`config.mk`:
```
export PLATFORM = sky130hd
export DESIGN_NAME = lcd_bus_sink_flat
export DESIGN_NICKNAME = d
export VERILOG_FILES = /design/src/rtl/lcd_bus_sink_if.sv /design/src/rtl/lcd_bus_sink.sv /design/src/flat_wrapper.sv
export SDC_FILE = /design/constraint.sdc
export NUM_CORES = 1
export LEC_CHECK = 0
export CORE_MARGIN = 2
export CORE_UTILIZATION = 56
export CTS_CLUSTER_SIZE = 12
export DETAILED_ROUTE_END_ITERATION = 7
export PLACE_DENSITY = 0.76
export SYNTH_ARGS = -nofsm -noshare
export SYNTH_HDL_FRONTEND = slang
export SYNTH_SLANG_ARGS = --single-unit
```
`constraint.sdc`:
```
create_clock -name clk -period 3.2 [get_ports clk]
set_input_delay 0.8 -clock clk [delete_from_list [all_inputs] [get_ports clk]]
set_output_delay 0.8 -clock clk [all_outputs]
set_load 0.005 [all_outputs]
```
`src/rtl/lcd_bus_sink_if.sv`:
```
// -----------------------------------------------------------------------------
// lcd_bus_sink_if
// Character-LCD write bus between a display driver and its sink.
//   lcd_en  : write enable; a strobe is its falling edge as seen by the sink
//   lcd_rs  : 0 = command, 1 = data
//   lcd_rw  : 0 = write, 1 = read (reads are not supported by the sink)
//   lcd_db  : 8-bit bus data
//   lcd_rst : panel reset, active-high, synchronous to the sink clock
// Modports: master = driver side, slave = sink side.
// -----------------------------------------------------------------------------
interface lcd_bus_sink_if;
    logic       lcd_en;
    logic       lcd_rs;
    logic       lcd_rw;
    logic [7:0] lcd_db;
    logic       lcd_rst;

    modport master (output lcd_en, output lcd_rs, output lcd_rw,
                    output lcd_db, output lcd_rst);
    modport slave  (input  lcd_en, input  lcd_rs, input  lcd_rw,
                    input  lcd_db, input  lcd_rst);
endinterface

```
`src/rtl/lcd_bus_sink.sv`:
```
// -----------------------------------------------------------------------------
// lcd_bus_sink
// Receiving end of the character-LCD write bus. Decodes write strobes into
// data writes or controller commands, stores characters in a 2 x 32 character
// RAM (row 0 = addresses 0..31, row 1 = 32..63 at the default ADDR_W) with an
// auto-incrementing cursor, and exposes the RAM through a 1-cycle readback.
//
// Ports:
//   clk        : system clock, rising edge
//   rst_n      : synchronous reset, ACTIVE-HIGH despite the name (high = reset)
//   bus        : lcd_bus_sink_if.slave (lcd_en, lcd_rs, lcd_rw, lcd_db, lcd_rst)
//   rd_addr    : readback address
//   rd_data    : RAM contents at rd_addr sampled on the previous edge
//   cursor     : current write address
//   busy       : clear sequence in progress
//   wr_pulse   : one-cycle pulse per accepted data write
//   frame_done : one-cycle pulse when the cursor wraps to 0 on a data write
//   err        : sticky dropped-strobe flag, cleared only by rst_n
//
// Build option:
//   LCD_SINK_CMD_EN : when defined, command strobes are decoded in IDLE
//                     (0x01 clear, 0x02 home, 0x80|a set cursor, others err).
//                     When undefined, command strobes are silently ignored.
// -----------------------------------------------------------------------------
module lcd_bus_sink #(
    parameter int ADDR_W = 6
) (
    input  logic              clk,
    input  logic              rst_n,
    lcd_bus_sink_if.slave     bus,
    input  logic [ADDR_W-1:0] rd_addr,
    output logic [7:0]        rd_data,
    output logic [ADDR_W-1:0] cursor,
    output logic              busy,
    output logic              wr_pulse,
    output logic              frame_done,
    output logic              err
);

    localparam int              DEPTH    = 1 << ADDR_W;
    localparam logic [ADDR_W-1:0] ADDR_ZERO = {ADDR_W{1'b0}};
    localparam logic [ADDR_W-1:0] ADDR_ONE  = {{(ADDR_W-1){1'b0}}, 1'b1};
    localparam logic [ADDR_W-1:0] ADDR_MAX  = {ADDR_W{1'b1}};

    typedef enum logic [0:0] {
        ST_CLEAR = 1'b0,
        ST_IDLE  = 1'b1
    } state_t;

    state_t            state_r;
    state_t            state_nxt_s;

    logic              en_q_r;
    logic [ADDR_W-1:0] clr_addr_r;
    logic [ADDR_W-1:0] cursor_r;
    logic              busy_r;
    logic              wr_pulse_r;
    logic              frame_done_r;
    logic              err_r;
    logic [7:0]        rd_data_r;
    logic [7:0]        mem_r [DEPTH];

    logic              strobe_s;
    logic              any_rst_s;
    logic              read_s;
    logic              data_wr_s;
    logic              cmd_clear_s;
    logic              cmd_home_s;
    logic              cmd_addr_s;
    logic              cmd_bad_s;
    logic [ADDR_W-1:0] cmd_addr_val_s;

    logic              ram_we_s;
    logic [ADDR_W-1:0] ram_wa_s;
    logic [7:0]        ram_wd_s;
    logic [ADDR_W-1:0] clr_addr_nxt_s;
    logic [ADDR_W-1:0] cursor_nxt_s;
    logic              wr_pulse_nxt_s;
    logic              frame_done_nxt_s;
    logic              err_set_s;

    // Strobe = falling edge of lcd_en; bus fields are taken in the same cycle.
    assign strobe_s  = en_q_r & ~bus.lcd_en;
    assign any_rst_s = rst_n | bus.lcd_rst;
    assign read_s    = strobe_s &  bus.lcd_rw;
    assign data_wr_s = strobe_s & ~bus.lcd_rw &  bus.lcd_rs;

`ifdef LCD_SINK_CMD_EN
    logic cmd_s;
    assign cmd_s          = strobe_s & ~bus.lcd_rw & ~bus.lcd_rs;
    assign cmd_clear_s    = cmd_s & (bus.lcd_db == 8'h01);
    assign cmd_home_s     = cmd_s & (bus.lcd_db == 8'h02);
    // 0x80..0xBF: set cursor to the low six bits.
    assign cmd_addr_s     = cmd_s & (bus.lcd_db[7:6] == 2'b10);
    assign cmd_bad_s      = cmd_s & ~cmd_clear_s & ~cmd_home_s & ~cmd_addr_s;
    assign cmd_addr_val_s = ADDR_W'(bus.lcd_db[5:0]);
`else
    // Data-only sink: command strobes cause no state change and no error.
    assign cmd_clear_s    = 1'b0;
    assign cmd_home_s     = 1'b0;
    assign cmd_addr_s     = 1'b0;
    assign cmd_bad_s      = 1'b0;
    assign cmd_addr_val_s = ADDR_ZERO;
`endif

    // State register.
    always_ff @(posedge clk) begin
        if (rst_n) begin
            state_r <= ST_CLEAR;
        end else begin
            state_r <= state_nxt_s;
        end
    end

    // Next-state logic: either reset source restarts the clear from any state.
    always_comb begin
        state_nxt_s = state_r;
        if (any_rst_s) begin
            state_nxt_s = ST_CLEAR;
        end else begin
            case (state_r)
                ST_CLEAR: begin
                    if (clr_addr_r == ADDR_MAX) begin
                        state_nxt_s = ST_IDLE;
                    end else begin
                        state_nxt_s = ST_CLEAR;
                    end
                end
                ST_IDLE: begin
                    if (cmd_clear_s) begin
                        state_nxt_s = ST_CLEAR;
                    end else begin
                        state_nxt_s = ST_IDLE;
                    end
                end
                default: state_nxt_s = ST_CLEAR;
            endcase
        end
    end

    // Output/datapath decode: RAM write port and next values of registered outputs.
    always_comb begin
        ram_we_s         = 1'b0;
        ram_wa_s         = cursor_r;
        ram_wd_s         = bus.lcd_db;
        clr_addr_nxt_s   = clr_addr_r;
        cursor_nxt_s     = cursor_r;
        wr_pulse_nxt_s   = 1'b0;
        frame_done_nxt_s = 1'b0;
        err_set_s        = 1'b0;
        if (any_rst_s) begin
            // Strobes coinciding with a reset are discarded without error.
            clr_addr_nxt_s = ADDR_ZERO;
            cursor_nxt_s   = ADDR_ZERO;
        end else begin
            case (state_r)
                ST_CLEAR: begin
                    ram_we_s       = 1'b1;
                    ram_wa_s       = clr_addr_r;
                    ram_wd_s       = 8'h00;
                    clr_addr_nxt_s = clr_addr_r + ADDR_ONE;
                    cursor_nxt_s   = ADDR_ZERO;
                    err_set_s      = strobe_s;
                end
                ST_IDLE: begin
                    if (read_s) begin
                        err_set_s = 1'b1;
                    end else if (data_wr_s) begin
                        ram_we_s         = 1'b1;
                        ram_wa_s         = cursor_r;
                        ram_wd_s         = bus.lcd_db;
                        cursor_nxt_s     = cursor_r + ADDR_ONE;
                        wr_pulse_nxt_s   = 1'b1;
                        frame_done_nxt_s = (cursor_r == ADDR_MAX);
                    end else if (cmd_clear_s) begin
                        clr_addr_nxt_s = ADDR_ZERO;
                        cursor_nxt_s   = ADDR_ZERO;
                    end else if (cmd_home_s) begin
                        cursor_nxt_s = ADDR_ZERO;
                    end else if (cmd_addr_s) begin
                        cursor_nxt_s = cmd_addr_val_s;
                    end else if (cmd_bad_s) begin
                        err_set_s = 1'b1;
                    end else begin
                        cursor_nxt_s = cursor_r;
                    end
                end
                default: begin
                    clr_addr_nxt_s = ADDR_ZERO;
                    cursor_nxt_s   = ADDR_ZERO;
                end
            endcase
        end
    end

    // Registered outputs, strobe edge detector and readback; err survives lcd_rst.
    always_ff @(posedge clk) begin
        if (rst_n) begin
            en_q_r       <= 1'b0;
            clr_addr_r   <= ADDR_ZERO;
            cursor_r     <= ADDR_ZERO;
            busy_r       <= 1'b1;
            wr_pulse_r   <= 1'b0;
            frame_done_r <= 1'b0;
            err_r        <= 1'b0;
            rd_data_r    <= 8'h00;
        end else begin
            en_q_r       <= bus.lcd_en;
            clr_addr_r   <= clr_addr_nxt_s;
            cursor_r     <= cursor_nxt_s;
            busy_r       <= (state_nxt_s == ST_CLEAR);
            wr_pulse_r   <= wr_pulse_nxt_s;
            frame_done_r <= frame_done_nxt_s;
            err_r        <= err_r | err_set_s;
            // Read-before-write: a same-cycle write to rd_addr shows up next read.
            rd_data_r    <= mem_r[rd_addr];
        end
    end

    // Character RAM write port; contents are initialised by the clear sequence.
    always_ff @(posedge clk) begin
        if (ram_we_s) begin
            mem_r[ram_wa_s] <= ram_wd_s;
        end
    end

    assign rd_data    = rd_data_r;
    assign cursor     = cursor_r;
    assign busy       = busy_r;
    assign wr_pulse   = wr_pulse_r;
    assign frame_done = frame_done_r;
    assign err        = err_r;

endmodule
```
`src/flat_wrapper.sv`:
```
// flat-port wrapper written by rule: the top's interface ports become plain ports
module lcd_bus_sink_flat 
#(
    parameter int ADDR_W = 6
)
  (clk, rst_n, rd_addr, rd_data, cursor, busy, wr_pulse, frame_done, err, bus_lcd_en, bus_lcd_rs, bus_lcd_rw, bus_lcd_db, bus_lcd_rst);
  lcd_bus_sink_if bus_i ();
  input  logic clk;
  input  logic rst_n;
  input  logic [ADDR_W-1:0] rd_addr;
  output logic [7:0] rd_data;
  output logic [ADDR_W-1:0] cursor;
  output logic busy;
  output logic wr_pulse;
  output logic frame_done;
  output logic err;
  input wire logic [$bits(bus_i.lcd_en)-1:0] bus_lcd_en;
  input wire logic [$bits(bus_i.lcd_rs)-1:0] bus_lcd_rs;
  input wire logic [$bits(bus_i.lcd_rw)-1:0] bus_lcd_rw;
  input wire logic [$bits(bus_i.lcd_db)-1:0] bus_lcd_db;
  input wire logic [$bits(bus_i.lcd_rst)-1:0] bus_lcd_rst;
  assign bus_i.lcd_en = bus_lcd_en;
  assign bus_i.lcd_rs = bus_lcd_rs;
  assign bus_i.lcd_rw = bus_lcd_rw;
  assign bus_i.lcd_db = bus_lcd_db;
  assign bus_i.lcd_rst = bus_lcd_rst;
  lcd_bus_sink #(.ADDR_W(ADDR_W)) u_core (.clk(clk), .rst_n(rst_n), .bus(bus_i), .rd_addr(rd_addr), .rd_data(rd_data), .cursor(cursor), .busy(busy), .wr_pulse(wr_pulse), .frame_done(frame_done), .err(err));
endmodule
```
==> reports/metrics.csv <==
metric,value,unit
track_usage,0.257,
vias_per_cell,6.36,
cpLargestDelayFamily,simple AND/OR/NAND/NOR gates,
synth-main-ff-cell,edfxtp_1,
p_per_area,580,nW/µm²
synthTopCellsByArea,"edfxtp_1, mux4_2, dfxtp_1",
multi_input_area,4880,µm²
ios,38,
critPathArrivalTime,3.16,ns
hold_viol,0,
gp_congestion,0.869,
drive_gt1_frac,0.283,
grt_first_pass_wirelength,71600,µm
drc,0,
ant_nets,0,
setup_viol,0,
port_buffers,37,
syn_inst,1052,
relSlewSlack,0.366,
rows,70,
hold_buffers,0,
dieArea,39100,µm²
synth_edf_count,512,
nets,1269,
slew_viol_final,0,
dp_hpwl,31000,µm
fill_cells,2336,
root_buffer,clkbuf_16,
die_w,198,µm
synthesis.nets,1074,
drt-total-wl,48000,µm
overflow,0,
coreArea,36800,µm²
required,3.42,ns
synthesis.area,21000,µm²
avgSynthCellArea,20.0,µm²
r2r_cells,7,
yosysTopAreaCellShare,0.731,
clkLatencyLatePin,0.61,ns
path_clk_slew,0.06,ns
path_common_cell,buf_4,
cts_tree,built,
syn2layout_area_growth,17.0,%
crit_cells,8,
grt_setup_unrepaired,false,
yosysMostFrequentCell,edfxtp_1,
synth_largest_area_cell,edfxtp_1,
crit_chain,clkdlybuf4s50_1 > nor3_4 > buf_4 > mux2i_1 > and2_1 > nand3_1 > buf_4 > nor2_1,
reg2reg_setup_slack,0.49,ns
firstDrtPassIters,7,
p_total,0.0143,W
place_inst,1660,
fmax,340,MHz
drv_cap,0,
layout_min_cycle_time,2.94,ns
grt_pass1_vias,11328,
critical-path-max-stage-delay,0.62,ns
drtIter0Drc,1077,
cp_num_buf_inv,3,
cts_resized,0,
ys_types,45,
synth_async_sr_flop_share,0,
synthTopCellsByCount,"edfxtp_1, mux4_2, nor2_1",
cp_slowest_cell,nor2_1,
hp-class,flop to flop,
initial_utilization,0.572,
cts_setup_buffers,0,
clock_path_buffers,3,
p_leak,8.03,nW
grt_max_degree,65,
cts.sinks,538,
yosysSeqAreaShare,0.756,
hold_depth,2,
wire_per_inst,27.4,µm
cts-buffers-inserted,53,
stdcell_count,1752,
die_height,198,µm
htree_levels,2,
criticalPathCategory,primary input to flop,
antenna_cells,0,
cp-start-kind,primary input,
endpoint_kind,flop,
antenna_found_initial,0,
yosys_warnings,0,
finalCritPeriodShare,0.919,
finalClockSkew,0.0311,ns
final-seq-area,15900,µm²
critPathMaxFanout,13,
vdd_drop_max,472,µV
tightest_slew,0.949,ns
vias,11137,
ys_seq_elements,538,
outcome,finished clean,
[sequential cells by signal, summed over array words and instances, names as in the netlist]
| register | count |
|---|---|
| u_core.mem_r | 512 |
| u_core.rd_data | 8 |
| u_core.clr_addr_r | 6 |
| u_core.cursor | 6 |
| u_core.busy | 1 |
| u_core.en_q_r | 1 |
| u_core.err | 1 |
| u_core.frame_done | 1 |
| u_core.state_r | 1 |
| u_core.wr_pulse | 1 |
[area by class of cell]
cell class	count	share of cell area
flip-flops and latches	538	0.646
multi-input cells	464	0.198
repair buffers	187	0.0679
clock buffers	86	0.0610
well taps	468	0.0238
clock inverters	6	0.00259
inverters	3	0.000458
[power by group]
group | leakage, nW | switching [W] | total (W) | internal (W)
clock | 0.750 | 0.00246 | 0.00572 | 0.00326
combinational | 2.43 | 0.000460 | 0.000784 | 0.000324
sequential | 4.85 | 0.00000681 | 0.00776 | 0.00775
[worst reg2reg max path, cell delays in order, from the launching register on]
cell	delay [ns]
dfxtp_1	0.44
nor3_4	0.34
buf_4	0.25
mux2i_1	0.25
and2_1	0.19
nand3_1	0.09
buf_4	0.17
nor2_1	0.63
[layer usage]
layer / vias up / GRT usage / wire (µm)
met5: - / 0 / 0
met4: 0 / 0.104 / 1730
met3: 106 / 0.0531 / 4560
met2: 632 / 0.403 / 22900
met1: 5701 / 0.359 / 18800
li1: 4698 / - / -
[path summary, 6_finish.rpt]
path                                           startpoint                       endpoint
worst min-delay path                u_core.err$_SDFF_PP0_          u_core.err$_SDFF_PP0_
worst max-delay path                          bus_lcd_rst  u_core.mem_r[53][6]$_DFFE_PP_
worst max register to register  u_core.state_r$_SDFF_PP0_  u_core.mem_r[53][6]$_DFFE_PP_
worst min register to register      u_core.err$_SDFF_PP0_          u_core.err$_SDFF_PP0_
[layout by cell type (no fill, tap or decap), drive strengths merged, types with 2 or more instances in the layout]
master / count
mux2i: 32
nand4: 5
o211ai: 3
clkinv: 3
nor2b: 19
or2: 5
and2: 2
o221ai: 10
nand3b: 2
buf: 152
mux2: 13
nand2b: 9
mux4: 122
xor2: 6
o21ai: 28
inv: 4
o22ai: 25
o31ai: 3
a21o: 2
or3: 3
a21oi: 14
a221oi: 8
nand3: 17
clkbuf: 87
nand2: 31
edfxtp: 512
nor2: 88
a22o: 4
dfxtp: 26
ha: 2
nor3: 5
clkdlybuf4s50: 34
xnor2: 2
[stage by stage]
| step | TNS, ns | setup slack (ns) | utilization | hold WS (ns) | area (µm²) |
|---|---|---|---|---|---|
| 6_report | 0 | 0.259 | 0.669 | 0.476 | 24600 |
| 5_1_grt | 0 | 0.156 | 0.669 | 0.518 | 24600 |
| 4_1_cts | 0 | 0.310 | 0.669 | 0.484 | 24600 |
| 3_5_place_dp | -43.23 | -0.338 | 0.626 | 0.460 | 23000 |
| 3_3_place_gp | -20.75 | -0.206 | 0.626 | 0.461 | 23000 |
| 2_1_floorplan | -73.92 | -0.144 | - | 0.460 | 21000 |
[cells by family (layout without fill, tap and decap cells)]
group	after synthesis	count (layout)	synth area share
DFF	538	538	0.756
muxes	167	167	0.153
AOI/OAI and AO/OA	98	98	0.0301
and+or+nand+nor	189	189	0.0416
adders and majority gates	2	2	0.00119
xor gates and xnor gates	8	8	0.00333
buffers and inverters	50	282	0.0149
No activity file was read; power rests on OpenSTA's default activity.
